## src/rtl/load_store_unit.sv

```systemverilog
`default_nettype none
// ============================================================================
//  Module   : load_store_unit
//  Function : RV32I load/store sequencer. Aligns, lane-replicates and strobes
//             stores; selects and extends load data. The build macro
//             LSU_MISALIGN_TRAP_EN turns misaligned H/W accesses into faults
//             instead of silently aligning them.
//  Revision : 1.0  initial release
// ============================================================================
module load_store_unit #(
    parameter int ADDR_W = 32
) (
    input  logic              i_clk,
    input  logic              i_rst_n,
    input  logic              i_req_valid,
    output logic              o_req_ready,
    input  logic              i_we,
    input  logic [2:0]        i_funct3,
    input  logic [ADDR_W-1:0] i_addr,
    input  logic [31:0]       i_wdata,
    output logic              o_rsp_valid,
    output logic [31:0]       o_rdata,
    output logic              o_misaligned,
    output logic [ADDR_W-1:0] o_mem_addr,
    output logic [31:0]       o_mem_wd,
    output logic [3:0]        o_mem_wen,
    output logic              o_mem_ren,
    input  logic [31:0]       i_mem_rd
);

    typedef enum logic [1:0] {
        S_IDLE   = 2'd0,
        S_ACCESS = 2'd1,
        S_WAIT   = 2'd2,
        S_RESP   = 2'd3
    } state_t;

    state_t              state_q;
    logic                we_q;
    logic [2:0]          funct3_q;
    logic [1:0]          lane_q;
    logic                rsp_valid_q;
    logic                misaligned_q;
    logic [31:0]         rdata_q;
    logic [ADDR_W-1:0]   mem_addr_q;
    logic [31:0]         mem_wd_q;
    logic [3:0]          mem_wen_q;
    logic                mem_ren_q;

    logic                is_half;
    logic                is_word;
    logic                fault_d;
    logic [1:0]          lane_d;
    logic [3:0]          wen_d;
    logic [31:0]         wd_d;
    logic [31:0]         rdata_d;
    logic [7:0]          byte_sel;
    logic [15:0]         half_sel;

    // funct3[1] set covers both 010 and the reserved 011 code, both taken as word
    always_comb begin
        is_half = (i_funct3[1:0] == 2'b01);
        is_word = i_funct3[1];
`ifdef LSU_MISALIGN_TRAP_EN
        lane_d  = i_addr[1:0];
        fault_d = (is_half && i_addr[0]) || (is_word && (i_addr[1:0] != 2'b00));
`else
        fault_d = 1'b0;
        lane_d  = is_word ? 2'b00 : (is_half ? {i_addr[1], 1'b0} : i_addr[1:0]);
`endif
        if (is_word) begin
            wen_d = 4'b1111;
            wd_d  = i_wdata;
        end else if (is_half) begin
            wen_d = 4'b0011 << lane_d;
            wd_d  = {2{i_wdata[15:0]}};
        end else begin
            wen_d = 4'b0001 << lane_d;
            wd_d  = {4{i_wdata[7:0]}};
        end
    end

    always_comb begin
        byte_sel = i_mem_rd[{lane_q, 3'b000} +: 8];
        half_sel = lane_q[1] ? i_mem_rd[31:16] : i_mem_rd[15:0];
        case (funct3_q[1:0])
            2'b00:   rdata_d = {{24{byte_sel[7] & ~funct3_q[2]}}, byte_sel};
            2'b01:   rdata_d = {{16{half_sel[15] & ~funct3_q[2]}}, half_sel};
            default: rdata_d = i_mem_rd;
        endcase
    end

    always_ff @(posedge i_clk or negedge i_rst_n) begin
        if (!i_rst_n) begin
            state_q      <= S_IDLE;
            we_q         <= 1'b0;
            funct3_q     <= 3'b000;
            lane_q       <= 2'b00;
            rsp_valid_q  <= 1'b0;
            misaligned_q <= 1'b0;
            rdata_q      <= '0;
            mem_addr_q   <= '0;
            mem_wd_q     <= '0;
            mem_wen_q    <= 4'b0000;
            mem_ren_q    <= 1'b0;
        end else begin
            // Strobes and the completion pulse are single-cycle by default
            mem_wen_q    <= 4'b0000;
            mem_ren_q    <= 1'b0;
            rsp_valid_q  <= 1'b0;
            misaligned_q <= 1'b0;
            case (state_q)
                S_IDLE: begin
                    if (i_req_valid) begin
                        we_q       <= i_we;
                        funct3_q   <= i_funct3;
                        lane_q     <= lane_d;
                        mem_addr_q <= {i_addr[ADDR_W-1:2], 2'b00};
                        if (fault_d) begin
                            state_q      <= S_RESP;
                            rsp_valid_q  <= 1'b1;
                            misaligned_q <= 1'b1;
                        end else begin
                            state_q <= S_ACCESS;
                            if (i_we) begin
                                mem_wen_q <= wen_d;
                                mem_wd_q  <= wd_d;
                            end else begin
                                mem_ren_q <= 1'b1;
                            end
                        end
                    end
                end
                S_ACCESS: begin
                    if (we_q) begin
                        state_q     <= S_RESP;
                        rsp_valid_q <= 1'b1;
                    end else begin
                        state_q <= S_WAIT;
                    end
                end
                S_WAIT: begin
                    rdata_q     <= rdata_d;
                    rsp_valid_q <= 1'b1;
                    state_q     <= S_RESP;
                end
                default: begin
                    state_q <= S_IDLE;
                end
            endcase
        end
    end

    assign o_req_ready  = (state_q == S_IDLE);
    assign o_rsp_valid  = rsp_valid_q;
    assign o_rdata      = rdata_q;
    assign o_misaligned = misaligned_q;
    assign o_mem_addr   = mem_addr_q;
    assign o_mem_wd     = mem_wd_q;
    assign o_mem_wen    = mem_wen_q;
    assign o_mem_ren    = mem_ren_q;

endmodule
`default_nettype wire

```

## config.mk

```make
export PLATFORM = sky130hd
export DESIGN_NAME = load_store_unit
export DESIGN_NICKNAME = d
export VERILOG_FILES = /design/src/rtl/load_store_unit.sv
export SDC_FILE = /design/constraint.sdc
export NUM_CORES = 1
export LEC_CHECK = 0
export CORE_ASPECT_RATIO = 1.75
export CORE_UTILIZATION = 36
export DETAILED_ROUTE_END_ITERATION = 8
export GPL_ROUTABILITY_DRIVEN = 0
export PLACE_DENSITY = 0.72
export SLEW_MARGIN = 10
export SYNTH_ARGS = -nofsm -noshare
export SYNTH_HDL_FRONTEND = slang
export SYNTH_SLANG_ARGS = --single-unit
```

## constraint.sdc

```tcl
create_clock -name i_clk -period 1.7 [get_ports i_clk]
set_input_delay 0.34 -clock i_clk [delete_from_list [all_inputs] [get_ports i_clk]]
set_output_delay 0.34 -clock i_clk [all_outputs]
set_load 0.01 [all_outputs]
```

==> metrics.yaml <==
final_layout:
  fill_cells: 1145
  drive_gt1_frac: 0.154
  multiInputGateArea_um2: 2070
  nets: 783
  fin_util: 0.573
  final_cells: 855
  n_antenna_cell: 0
  most-common-layout-cells: "199 x clkdlybuf4s50_1, 106 x dfrtp_1, 83 x nand2_1"
  area_growth_pct: 56.3
  layout_commonest_cell: "clkdlybuf4s50_1"
  regArea_um2: 2710
placed_design:
  numPortBuffers: 203
  dp_cells: 837
  hpwl_mm: 11.3
synthesis:
  synth_top_area_frac: 0.551
  synth_area_um2: 4910
  yosysWarnings: 0
  synthCells: 456
  ys_types: 35
  synth_top_area_cell: "dfrtp_1"
  avgSynthCellArea_um2: 10.8
  synth_area_leaders: "dfrtp_1 55%, mux2_2 9.4%, mux2i_1 6.9%"
  synth-seq-cells: 108
  ys_seq_area_frac: 0.551
worst_setup_path:
  rr_startpoint: "lane_q[1]"
  start_kind: "flip-flop"
  worstPathArrival_ns: 1.93
  end_kind: "flip-flop"
  path_cells: "mux2i_1, or4_1, a211o_4, nand2_1"
  cp_max_fo: 16
  critPathRequiredTime_ns: 1.98
  worst-r2r-cell-count: 4
  regToRegSetupSlack_ns: 0.04
  criticalPathCategory: "flip-flop to flip-flop"
  max_stage_delay_ns: 0.47
  r2r-end: "o_rdata[27]"
  critPathSlowestCell: "dfrtp_2"
sta:
  timing.final.max_slew_violations: 0
  skew_ns: 0.00631
  setup_violations: 0
  hold_viol_final: 0
  fmax_mhz: 604
  period_minus_slack_ns: 1.66
  period_share: 0.974
  setup_tns_ns: 0
power_and_ir_drop:
  leakage_nw: 3.29
  powerDensity_nw_per_um2: 1730
  peakVddDrop_uv: 906
drt:
  drt-wirelength-per-cell_um: 17.0
  vias_per_cell: 4.97
  drtIter0Drc: 131
  antenna_left: 0
  drtPass1Iterations: 4
  drt_wl_total_mm: 14.6
  drcViolationCount: 0
  vias: 4248
outcome:
  status: "completed"
clocking:
  cts_buffer_depth: 2
  numCtsBuffers: 9
  cts_root_buf: "clkbuf_16"
  clkTransAtPathRegs_ns: 0.08
  insertion_delay_ns: 0.35
  cts_sinks: 108
  cts_max_level: 3
  cts_tree: "built"
floorplan:
  start_util: 0.367
  rows: 56
  core_region_area_um2: 13400
  dieArea_um2: 14100
  dieWidth_um: 90.3
  die_h_um: 156
  boundaryPins: 207
global_routing:
  overflow: 0
  grt_max_degree: 44
  grt_usage: 0.207
  antenna_found_initial: 0
  grt_first_pass_wirelength_mm: 22.6
  grt_pass1_vias: 4514
job:
  max_cap_viol_count: 0
min_path:
  hold_path_class: "primary input to asynchronous set/reset pin"
## Yosys cell counts
| master | n |
|---|---|
| buf_2 | 3 |
| ha_1 | 4 |
| conb_1 | 1 |
| mux2i_1 | 34 |
| inv_1 | 5 |
| mux2_2 | 41 |
| nor2_2 | 1 |
| o21ai_0 | 54 |
| a221o_1 | 7 |
| o21a_1 | 1 |
| nand4_1 | 1 |
| nor2b_1 | 9 |
| nand2_1 | 84 |
| nor3b_2 | 1 |
| o2bb2ai_1 | 7 |
| o21bai_1 | 1 |
| buf_6 | 1 |
| buf_4 | 4 |
| nand3b_1 | 9 |
| or4_1 | 1 |
| a211o_1 | 1 |
| o22a_1 | 1 |
| o22ai_1 | 1 |
| dfrtp_1 | 108 |
| buf_1 | 5 |
| nor2_1 | 12 |
| nand3_1 | 1 |
| o31ai_1 | 2 |
| clkbuf_1 | 20 |
| a21oi_1 | 22 |
| nand4b_1 | 1 |
| o211ai_1 | 1 |
| or3_1 | 1 |
| or3b_2 | 1 |
| nand2b_1 | 10 |
## cell families (layout without fill, tap and decap cells)
group           after synthesis  after routing  share of synthesized area
simple gates                132            132                      0.124
buf+inv                      38            261                     0.0344
fa+ha+maj                     4              4                     0.0102
compound gates               98             98                      0.117
flops                       108            108                      0.551
mux                          75             75                      0.163
other cells                   1              3                   0.000764
## state kept, by name (all words and copies together) (netlist names)
register	flops
o_rsp_valid	1
we_q	1
o_mem_wd	32
o_mem_addr	30
state_q	2
o_rdata	32
lane_q	2
o_mem_wen	4
funct3_q	3
o_mem_ren	1
## area by class of cell
class / instances / area share
Sequential cell: 108 / 0.353
Timing Repair Buffer: 240 / 0.310
Multi-Input combinational cell: 312 / 0.269
Clock buffer: 10 / 0.0311
Tap cell: 174 / 0.0284
Clock inverter: 6 / 0.00620
Inverter: 5 / 0.00245
## report_power, final
part           internal, mW  switching, mW  total, mW  leakage (nW)
Combinational          3.71           2.97       6.68          1.85
Sequential             3.84          0.773       4.61          1.30
Clock                  1.05          0.953       2.00         0.139
## timing repair
item | CTS | global route
pin swaps | 0 | 0
gates resized for setup | 6 | 6
hold endpoints to repair | 25 | 0
buffers inserted | 0 | 1
hold buffers | 1 | 0
endpoints found under the setup margin | 22 | 41
## metrics by stage
step / power [mW] / instance area (um^2) / hold WS (ns) / setup slack [ns]
after floorplan: 7.55 / 4920 / 0.0444 / 0.0322
after global placement: 11.1 / 7350 / 0.286 / -0.257
after detailed placement: 11.3 / 7350 / 0.294 / -0.342
after CTS: 13.4 / 7650 / 0.454 / 0.00208
after global routing: 14.1 / 7670 / 0.472 / -0.00225
final: 13.3 / 7670 / 0.455 / 0.0445
## layer usage
layer	vias to the layer above	routed length (um)	track usage
li1	2001	-	-
met1	2048	5170	0.209
met2	169	7910	0.389
met3	30	851	0.0510
met4	0	634	0.108
met5	-	0	0
## critical path: cells and delay by family, from the launching register on
kind	cells	cell delay [ns]
AND/OR/NAND/NOR	2	0.53
flip-flops	1	0.47
AO/OA/AOI/OAI	1	0.43
multiplexers	1	0.15
## worst max path at each step
stage,startpoint,endpoint,slack [ns],cells after the start
finish,lane_q[1],o_rdata[27],0.04,4
global placement,i_mem_rd[23],o_rdata[25],-0.26,5
detailed placement,i_mem_rd[23],o_rdata[27],-0.34,5
floorplan,state_q[0],funct3_q[0],0.03,5
global route,lane_q[1],o_rdata[23],-0.002,4
CTS,o_rdata[30],o_rdata[30],0.002,1
No activity file was read; power rests on OpenSTA's default activity.
